$ cat src/rtl/cpu_types_pkg.sv
// Shared types for the pipeline controller: FSM states, register index, latch control bundle.
// No logic; constants only.
package cpu_types_pkg;

    localparam int REG_IDX_W = 5;

    typedef logic [REG_IDX_W-1:0] regbits_t;

    typedef enum logic [1:0] {
        RUN     = 2'd0,
        MEMWAIT = 2'd1,
        HALTING = 2'd2,
        HALTED  = 2'd3
    } pctrl_state_t;

    typedef struct packed {
        logic pc_en;
        logic ifid_en;
        logic ifid_flush;
        logic idex_en;
        logic idex_flush;
        logic exmem_en;
        logic exmem_flush;
        logic memwb_en;
        logic memwb_flush;
    } latch_ctl_t;

    // Flushed latches keep en=1; every latch resolves flush before en.
    localparam latch_ctl_t CTL_IDLE     = latch_ctl_t'(9'b000000000);
    localparam latch_ctl_t CTL_ADVANCE  = latch_ctl_t'(9'b110101010);
    localparam latch_ctl_t CTL_BUBBLE   = latch_ctl_t'(9'b011101010);
    localparam latch_ctl_t CTL_LOADUSE  = latch_ctl_t'(9'b000111010);
    localparam latch_ctl_t CTL_REDIRECT = latch_ctl_t'(9'b111111110);
    localparam latch_ctl_t CTL_HALT     = latch_ctl_t'(9'b011111110);
    localparam latch_ctl_t CTL_JUMP     = latch_ctl_t'(9'b111101010);
    localparam latch_ctl_t CTL_HALTING  = latch_ctl_t'(9'b000000010);

endpackage

$ cat src/rtl/hazard_detect.sv
// Load-use hazard compare between ID/EX load destination and IF/ID sources.
// Combinational, zero latency; no flow control.
module hazard_detect #(
    parameter int REG_W = 5
) (
    input  logic             dREN_ex,
    input  logic [REG_W-1:0] rt_ex,
    input  logic [REG_W-1:0] rs_id,
    input  logic [REG_W-1:0] rt_id,
    output logic             load_use
);

    // Register zero is hardwired, so a load targeting it can never create a dependency.
    assign load_use = dREN_ex && (rt_ex != '0) && ((rt_ex == rs_id) || (rt_ex == rt_id));

endmodule

$ cat src/rtl/pipeline_ctrl.sv
// Pipeline latch/PC sequencer with RUN/MEMWAIT/HALTING/HALTED FSM; optional STALL_CNT_EN counters.
// Latch controls combinational from state+inputs; halt and counters registered (1 cycle).
// Backpressure: a missing ihit/dhit freezes every latch and the PC until the access completes.
module pipeline_ctrl
    import cpu_types_pkg::*;
#(
    parameter int REG_W = 5,
    parameter int CNT_W = 16
) (
    input  logic             CLK,
    input  logic             nRST,
    input  logic             ihit,
    input  logic             dhit,
    input  logic             dREN_mem,
    input  logic             dWEN_mem,
    input  logic             PCsrc_mem,
    input  logic             jump_id,
    input  logic             halt_mem,
    input  logic             dREN_ex,
    input  logic [REG_W-1:0] rt_ex,
    input  logic [REG_W-1:0] rs_id,
    input  logic [REG_W-1:0] rt_id,
    output logic             pc_en,
    output logic             ifid_en,
    output logic             ifid_flush,
    output logic             idex_en,
    output logic             idex_flush,
    output logic             exmem_en,
    output logic             exmem_flush,
    output logic             memwb_en,
    output logic             memwb_flush,
    output logic             halt,
    output logic [CNT_W-1:0] stall_cnt,
    output logic [CNT_W-1:0] flush_cnt
);

    pctrl_state_t state, state_n;
    latch_ctl_t   ctl;
    logic         mem_acc;
    logic         step;
    logic         run_like;
    logic         load_use;

    hazard_detect #(.REG_W(REG_W)) u_hazard (
        .dREN_ex  (dREN_ex),
        .rt_ex    (rt_ex),
        .rs_id    (rs_id),
        .rt_id    (rt_id),
        .load_use (load_use)
    );

    assign mem_acc  = dREN_mem | dWEN_mem;
    assign step     = mem_acc ? dhit : ihit;
    assign run_like = (state == RUN) || (state == MEMWAIT);

    always_ff @(posedge CLK or negedge nRST) begin
        if (!nRST) begin
            state <= RUN;
            halt  <= 1'b0;
        end else begin
            state <= state_n;
            halt  <= (state_n == HALTED);
        end
    end

    always_comb begin
        ctl     = CTL_IDLE;
        state_n = state;
        case (state)
            RUN, MEMWAIT: begin
                if (!step) begin
                    state_n = mem_acc ? MEMWAIT : RUN;
                end else begin
                    state_n = RUN;
                    ctl     = CTL_ADVANCE;
                    if (halt_mem) begin
                        ctl     = CTL_HALT;
                        state_n = HALTING;
                    end else if (PCsrc_mem) begin
                        ctl = CTL_REDIRECT;
                    end else if (load_use) begin
                        ctl = CTL_LOADUSE;
                    end else if (jump_id) begin
                        ctl = CTL_JUMP;
                    end else if (mem_acc && !ihit) begin
                        // Data side finished but fetch did not: drain a bubble, refetch same PC.
                        ctl = CTL_BUBBLE;
                    end
                end
            end
            HALTING: begin
                ctl     = CTL_HALTING;
                state_n = HALTED;
            end
            HALTED: begin
                ctl     = CTL_IDLE;
                state_n = HALTED;
            end
            default: state_n = RUN;
        endcase
    end

    assign pc_en       = ctl.pc_en;
    assign ifid_en     = ctl.ifid_en;
    assign ifid_flush  = ctl.ifid_flush;
    assign idex_en     = ctl.idex_en;
    assign idex_flush  = ctl.idex_flush;
    assign exmem_en    = ctl.exmem_en;
    assign exmem_flush = ctl.exmem_flush;
    assign memwb_en    = ctl.memwb_en;
    assign memwb_flush = ctl.memwb_flush;

`ifdef STALL_CNT_EN
    logic             stall_ev;
    logic             flush_ev;
    logic [CNT_W-1:0] stall_q;
    logic [CNT_W-1:0] flush_q;

    // Events mirror the priority chain: a jump hidden behind a load-use stall is not a flush.
    assign stall_ev = run_like && (!step || (!halt_mem && !PCsrc_mem && load_use));
    assign flush_ev = run_like && step && (halt_mem || PCsrc_mem || (jump_id && !load_use));

    always_ff @(posedge CLK or negedge nRST) begin
        if (!nRST) begin
            stall_q <= '0;
            flush_q <= '0;
        end else begin
            if (stall_ev && (stall_q != '1)) stall_q <= stall_q + 1'b1;
            if (flush_ev && (flush_q != '1)) flush_q <= flush_q + 1'b1;
        end
    end

    assign stall_cnt = stall_q;
    assign flush_cnt = flush_q;
`else
    logic unused_run_like;
    assign unused_run_like = run_like;
    assign stall_cnt = '0;
    assign flush_cnt = '0;
`endif

endmodule

$ cat config.mk
export PLATFORM = sky130hd
export DESIGN_NAME = pipeline_ctrl
export DESIGN_NICKNAME = d
export VERILOG_FILES = /design/src/rtl/cpu_types_pkg.sv /design/src/rtl/hazard_detect.sv /design/src/rtl/pipeline_ctrl.sv
export SDC_FILE = /design/constraint.sdc
export NUM_CORES = 1
export LEC_CHECK = 0
export BUFFER_PORTS_ARGS = -buffer_cell sky130_fd_sc_hd__buf_4
export CAP_MARGIN = 5
export CORE_MARGIN = 4
export CORE_UTILIZATION = 30
export DETAILED_ROUTE_END_ITERATION = 8
export HOLD_SLACK_MARGIN = 0.15
export PLACE_DENSITY = 0.76
export SETUP_SLACK_MARGIN = 0.15
export SLEW_MARGIN = 0
export SYNTH_ARGS = -nofsm -noshare
export SYNTH_HDL_FRONTEND = slang
export SYNTH_SLANG_ARGS = --single-unit
export TNS_END_PERCENT = 30
$ cat constraint.sdc
create_clock -name CLK -period 1.7 [get_ports CLK]
set_clock_uncertainty 0.2 [all_clocks]
set_input_delay 0.34 -clock CLK [delete_from_list [all_inputs] [get_ports CLK]]
set_output_delay 0.34 -clock CLK [all_outputs]
set_load 0.005 [all_outputs]
# --- Yosys cells after proc, flatten, opt, wreduce, memory -nomap -nowiden ---
# Index checks and enable logic that the tools add are counted.
op_classes:
  n_eq_ne: 6
  muxes: 12
  n_bitwise: 1
  n_reduce_logical: 9
ops:
  columns: ["op", "count"]
  rows:
  - ["two-way mux 9 bit", 6]
  - ["case mux 9 bit (3 select lines)", 1]
  - ["equality test 5 bit", 2]
  - ["equality test 2 bit, second input constant", 3]
  - ["nonzero test 5 bit", 1]
  - ["two-way mux 2 bit", 2]
  - ["case mux 2 bit (2 select lines)", 1]
  - ["OR reduction 2 bit", 2]
  - ["logical AND 1 bit", 3]
  - ["equality test 2 x 1 -> 1 bit, second input constant", 1]
  - ["logical NOT 2 bit", 1]
  - ["two-way mux 1 bit", 2]
  - ["logical NOT 1 bit", 1]
  - ["logical OR 1 bit", 1]
  - ["bitwise OR 1 bit", 1]
word_totals:
  regBits: 3
  elab_cells: 30

# --- Longest topological paths before layout ---
# Gate-level depths: netlist of the first run.
depth:
  word_depth: 9
  mapped_depth: 6
  depth_no_buf: 6

# --- By module ---
# A second synthesis of the first run with hierarchy kept.
hier_totals:
  cells_unflattened: 77
  hier_area_um2: 581.8
by_module_without_submodules:
  columns: ["module", "instances", "cells_per_inst", "area_per_inst_um2", "seq_area_each_um2"]
  rows:
  - ["pipeline_ctrl", 1, 60, 456.7, 75.1]
  - ["hazard_detect", 1, 17, 125.1, 0.0]

# --- Worst setup path before layout of the first run ---
# No wires, ideal clock.
synth_timing:
  path_type: "input to output"
  from: "in rt_ex[0]"
  to: "out pc_en"
  t_arrival_ps: 1417
  required_ps: 1160
  path_slack_ps: -257
  stages: 4
  path_buffers: 0
  path_cell_list: "or4_1 o21ai_2 nor3b_1 a2111oi_2"
synth_between:
  elab_chain_cells: 8
synth_rtl:
  columns: ["item", "line_no", "source"]
  rows:
  - ["start: declaration", "pipeline_ctrl.sv:20", "input logic [REG_W-1:0] rt_ex,"]
  - ["equality test 5 bit or nonzero test 5 bit (tied branches)", "hazard_detect.sv:14", "assign load_use = dREN_ex && (rt_ex != '0) && ((rt_ex == rs_id) || (rt_ex == rt_id));"]
  - ["logical OR 1 bit or logical AND 1 bit (tied branches)", "hazard_detect.sv:14", null]
  - ["logical AND 1 bit *", "hazard_detect.sv:14", null]
  - ["two-way mux 9 bit *", "pipeline_ctrl.sv:81", "end else if (load_use) begin"]
  - ["two-way mux 9 bit *", "pipeline_ctrl.sv:79", "end else if (PCsrc_mem) begin"]
  - ["two-way mux 9 bit *", "pipeline_ctrl.sv:76", "if (halt_mem) begin"]
  - ["two-way mux 9 bit *", "pipeline_ctrl.sv:71", "if (!step) begin"]
  - ["case mux 9 bit (3 select lines) *", "pipeline_ctrl.sv:69", "case (state)"]
  - ["end: declaration", "pipeline_ctrl.sv:23", "output logic pc_en,"]
# Mark *: on every way between the ends. The rest lies on a longest branch, timed or not.

# --- Worst setup path after layout of the first run ---
# Same ends and word-level chain as after synthesis.

==> flow_metrics.tcl, run 1 <==
set metrics [dict create \
    final_cells 146 \
    initial_core_util 0.3298 \
    antenna_found_initial 0 \
    overflow 0 \
    worst_ep_arrival_time_ns 1.59 \
    grt_pass1_vias 537 \
    post-place-ws_ns -0.5274 \
    failed_checks "setup timing" \
    yosys.area.top_type "buf_4" \
    status "finished with violations" \
    crit_path_start_kind "input port" \
    timing.final.max_slew_violations 0 \
    hold_viol_final 0 \
    grt_util_all_layers 0.1004 \
    first_iter_violations 1 \
    drive_above_1_share 0.4711 \
    diodes 0 \
    rsz0062_at_grt "true" \
    synthTopCellsByArea "buf_4, xnor2_1, dfrtp_1, mux2i_1, nor2_1" \
    area_delta_synth_final_pct 58.09 \
    synth.distinct_cells 21 \
    numCtsBuffers 3 \
    power_density_nw_per_um2 369.6 \
    place_hpwl_um 1266 \
    reg2reg_slack_ns 0.72 \
    period_share 1.253 \
    power_w 0.0003436 \
    vdd_drop_max_mv 0.1580 \
    grt_start_max_net_pins 5 \
    critPathKind "in2out" \
    grt_pass1_wl_um 2049 \
    ioPinCount 67 \
    drt-total-wl_um 1463 \
    yosysSeqAreaShare 0.1277 \
    ant_nets 0 \
    wl_per_cell_um 10.02 \
    reg2reg_to "state[1]$_DFF_PN0_" \
    clock-sinks 3 \
    syn-cell-area_um2 588.1 \
    ys_seq_elements 3 \
    rows 15 \
    num_vias 557 \
    setup_violations 7 \
    reg2reg_depth 2 \
    worstPathMaxFanout 2 \
    cp-endpoint "pc_en" \
    die_y_um 52.28 \
    dieArea_um2 2733 \
    fmax_mhz 469.4 \
    io_buffer_count 33 \
    via_per_inst 3.815 \
    drc 0 \
    cp_data_required_time_ns 1.16 \
    worst_setup_path_end_kind "output pin" \
    yosys_warnings 0 \
    timing.rr.start "state[1]$_DFF_PN0_" \
    die_w_um 52.28 \
    final_common_cell "buf_4" \
    layout_setup_ws_ns -0.4305 \
    min_period_ns 2.130 \
    htree_num_levels 1 \
    synthDominantCellAreaShare 0.4340 \
    clk_pin_slew_ns 0.03 \
    drtPass1Iterations 3 \
    startpoint "rt_ex[0]" \
    syn_avg_cell_area_um2 7.841 \
    hold_class "in2reg" \
    dp_cells 138 \
    drv_cap 0 \
    root_buffer "clkbuf_4" \
    place.gp.congestion 0.7068 \
    coreArea_um2 1783 \
    clock_latency_ns 0.23 \
    cts_buffer_depth 2 \
    fin_nets 147 \
    cts_tree "built" \
    p_leak_nw 0.4811 \
    syn_inst 75 \
    most-common-layout-cells "buf_4, conb_1, xnor2_1, buf_6" \
]
## cells by family (layout without fill, tap and decap cells)
family | after synthesis | in the layout | share of synthesized area
flip-flops | 3 | 3 | 0.1277
AND/OR/NAND/NOR | 13 | 13 | 0.1085
buffers and inverters | 37 | 51 | 0.4532
other | 1 | 33 | 0.006377
multiplexers | 2 | 2 | 0.03404
AO/OA/AOI/OAI | 9 | 9 | 0.1213
XOR/XNOR | 10 | 10 | 0.1489
## state kept, by name, summed over array words and instances, names as in the netlist
signal / cells
state: 2
halt: 1
## through the flow
stage | instance area (um2) | hold slack, ns | TNS (ns) | util
2_1_floorplan | 714.4 | -0.1556 | -0.3718 | -
3_3_place_gp | 794.5 | -0.07088 | -2.153 | 0.4456
3_5_place_dp | 794.5 | -0.07000 | -2.292 | 0.4456
4_1_cts | 910.9 | 0.1955 | -1.936 | 0.5109
5_1_grt | 929.6 | 0.2078 | -2.249 | 0.5214
6_report | 929.6 | 0.2001 | -1.823 | 0.5214
## Yosys cell counts
cell type,count
a2111oi_2,1
a21o_1,1
a21oi_1,2
buf_4,34
clkbuf_1,1
conb_1,1
dfrtp_1,3
inv_1,2
mux2i_1,2
nand2_1,2
nand3_1,2
nor2_1,5
nor2b_1,1
nor3b_1,1
o21ai_2,1
o21bai_1,2
o22ai_1,1
o41ai_1,1
or2_2,1
or4_1,1
xnor2_1,10
## worst max-delay path: stages
cell and delay (ns):
buf_6 0.09, or4_4 0.53, o21ai_4 0.15, nor3b_1 0.07
a2111oi_2 0.23, buf_4 0.17
## routing by layer
| layer | vias up | GRT usage | share of wire |
|---|---|---|---|
| met5 | - | 0 | 0 |
| met4 | 0 | 0.03830 | 0 |
| met3 | 0 | 0.04558 | 0.16 |
| met2 | 43 | 0.2092 | 0.56 |
| met1 | 247 | 0.07666 | 0.28 |
| li1 | 267 | - | - |
## power by group
group,internal (W),switching (W)
clock,0.0000878,0.0000350
sequential,0.0000718,0.0000000000564
combinational,0.0000834,0.0000655
total,0.000243,0.000100
## worst min path at each step
stage,from,cells past startpoint,end,slack (ns)
after floorplan,nRST,0,halt$_DFF_PN0_,-0.16
after global placement,nRST,1,state[0]$_DFF_PN0_,-0.07
after detailed placement,nRST,1,state[1]$_DFF_PN0_,-0.07
after CTS,halt_mem,3,state[1]$_DFF_PN0_,0.20
after global routing,halt_mem,3,state[1]$_DFF_PN0_,0.21
final,halt_mem,3,state[1]$_DFF_PN0_,0.20
## final cells by class
type	count	area [um2]
flip-flops and latches	3	75.07
well taps	25	31.28
fillers	180	853.3
clock buffers	4	26.28
inverters	2	7.507
multi-input cells	67	420.4
repair buffers	45	369.1
## timing repair
| action | CTS | global route |
|---|---|---|
| pin swaps | 4 | 4 |
| setup buffers | 1 | 1 |
| hold buffers | 2 | 0 |
| endpoints found under the hold margin | 4 | 0 |
| endpoints found under the setup margin | 8 | 8 |
| gates resized for setup | 15 | 2 |
No activity file was read; power rests on OpenSTA's default activity.
==> inputs of run 2 (changes only) <==
--- a/config.mk
+++ b/config.mk
@@ -5,13 +5,13 @@
 export SDC_FILE = /design/constraint.sdc
 export NUM_CORES = 1
 export LEC_CHECK = 0
-export BUFFER_PORTS_ARGS = -buffer_cell sky130_fd_sc_hd__buf_4
+export BUFFER_PORTS_ARGS = -buffer_cell sky130_fd_sc_hd__buf_2
 export CAP_MARGIN = 5
 export CORE_MARGIN = 4
 export CORE_UTILIZATION = 30
 export DETAILED_ROUTE_END_ITERATION = 8
 export HOLD_SLACK_MARGIN = 0.15
-export PLACE_DENSITY = 0.76
+export PLACE_DENSITY = 0.87
 export SETUP_SLACK_MARGIN = 0.15
 export SLEW_MARGIN = 0
 export SYNTH_ARGS = -nofsm -noshare
==> run 2 against run 1 <==
The flow still finishes with violations (setup timing). Flip-flop and latch count unchanged. Core utilization down 5.5 points. Via count up 0.54%. Hold slack better by 0.0034 ns. Critical path type unchanged. Largest power group unchanged.
==> flow_metrics.tcl, run 2 (same netlist as run 1, synthesis figures left out) <==
set metrics [dict create \
    worst_ep_arrival_time_ns 1.55 \
    failed_checks "setup timing" \
    clock-sinks 3 \
    vdd_drop_max_mv 0.1272 \
    largest_registers "state: 2 flops, halt: 1 flops" \
    regMostFlops "state" \
    wl_met2_um 764 \
    die_w_um 52.28 \
    worstPathMaxFanout 3 \
    first_iter_violations 0 \
    num_vias 560 \
    clk_pin_slew_ns 0.03 \
    wl_per_cell_um 9.483 \
    power_w 0.0003248 \
    overflow 0 \
    top_layer_used "met3" \
    numCtsBuffers 3 \
    clock_latency_ns 0.23 \
    grt_pass1_wl_um 2097 \
    fin_nets 148 \
    via_per_inst 3.810 \
    drv_cap 0 \
    fillers 176 \
    grt_start_max_net_pins 5 \
    setup_violations 5 \
    antenna_found_initial 0 \
    m1WireLength_um 387 \
    ant_nets 0 \
    hold_class "in2reg" \
    layout_setup_ws_ns -0.3905 \
    area_delta_synth_final_pct 41.49 \
    crit_slowest_cell "or4_4" \
    timing.final.max_slew_violations 0 \
    holdWs_ns 0.2035 \
    path_cells "buf_6 > or4_4 > o21ai_2 > buf_4 > nor2b_4 > a21o_1 > buf_2" \
    fmax_mhz 478.3 \
    min_period_ns 2.091 \
    io_buffer_count 33 \
    cp_data_required_time_ns 1.16 \
    fin_tns_setup_ns -1.574 \
    place.gp.congestion 0.7466 \
    ioPinCount 67 \
    drt-total-wl_um 1394 \
    diodes 0 \
    rsz0062_at_grt "true" \
    final_cells 147 \
    hold_viol_final 0 \
    crit_path_start_kind "input port" \
    period_share 1.230 \
    post-place-ws_ns -0.4619 \
    max_stage_delay_ns 0.53 \
    most-common-layout-cells "conb_1, buf_2, buf_4, xnor2_1, buf_6" \
    rows 15 \
    dieArea_um2 2733 \
    p_leak_nw 0.4632 \
    drc 0 \
    final_common_cell "conb_1" \
    cts_tree "built" \
    worst_setup_path_end_kind "output pin" \
    place_hpwl_um 1154 \
    initial_core_util 0.3298 \
    largest_reg_flops 2 \
    coreArea_um2 1783 \
    grt_util_all_layers 0.1032 \
    wl_met3_um 242 \
    root_buffer "clkbuf_4" \
    dp_cells 140 \
    multiInputGateArea_um2 399.1 \
    regArea_um2 75.07 \
    critPathKind "in2out" \
    cts_buffer_depth 2 \
    power_density_nw_per_um2 390.4 \
    status "finished with violations" \
    drive_above_1_share 0.4672 \
    drtPass1Iterations 1 \
    htree_num_levels 1 \
    die_y_um 52.28 \
    grt_pass1_vias 537 \
]
-- run 2: worst paths after layout --
| path | startpoint | to | slack (ns) | cells past startpoint |
|---|---|---|---|---|
| max in group asynchronous | nRST | state[1]$_DFF_PN0_ | 0.96 | 2 |
| min | halt_mem | state[1]$_DFF_PN0_ | 0.20 | 3 |
| min reg2reg | state[1]$_DFF_PN0_ | halt$_DFF_PN0_ | 0.30 | 1 |
| max | rt_ex[2] | idex_flush | -0.39 | 7 |
| min in group asynchronous | nRST | halt$_DFF_PN0_ | 0.24 | 2 |
| max reg2reg | state[1]$_DFF_PN0_ | state[0]$_DFF_PN0_ | 0.72 | 2 |
-- run 2: routing by layer --
metal,vias to the layer above,track usage
met3,0,0.03704
met2,47,0.2050
met5,-,0
met1,245,0.08829
met4,0,0.05106
li1,268,-
-- run 2: metrics by stage --
| step | util | area, um2 |
|---|---|---|
| 2_1_floorplan | - | 714.4 |
| 3_3_place_gp | 0.4077 | 726.9 |
| 3_5_place_dp | 0.4077 | 726.9 |
| 4_1_cts | 0.4561 | 813.3 |
| 5_1_grt | 0.4667 | 832.0 |
| 6_report | 0.4667 | 832.0 |
-- run 2: repair_timing --
item / 4_1_cts / 5_1_grt
setup endpoints to repair: 8 / 8
pin swaps: 7 / 1
buffers inserted: 1 / 0
hold buffers: 2 / 0
endpoints found under the hold margin: 4 / 0
resized for setup: 7 / 4
-- run 2: layout make-up --
class | instances | share of cell area
timing repair buffer | 46 | 0.3519
clock buffer | 4 | 0.03158
inverter | 2 | 0.009023
multi-input combinational | 67 | 0.4797
sequential | 3 | 0.09023
tap | 25 | 0.03759
-- run 2: worst max-delay path, delay by kind of cell --
| kind | cells | cell delay [ns] |
|---|---|---|
| simple gates | 2 | 0.57 |
| buf+inv | 3 | 0.35 |
| compound gates | 2 | 0.29 |
-- run 2: report_power, final --
part / leakage (nW) / switching (W) / total [W] / internal, W
Sequential: 0.0262 / 0.0000000000576 / 0.0000718 / 0.0000718
Clock: 0.0150 / 0.0000356 / 0.000123 / 0.0000879
Combinational: 0.422 / 0.0000618 / 0.000130 / 0.0000677
Total: 0.463 / 0.0000974 / 0.000325 / 0.000227
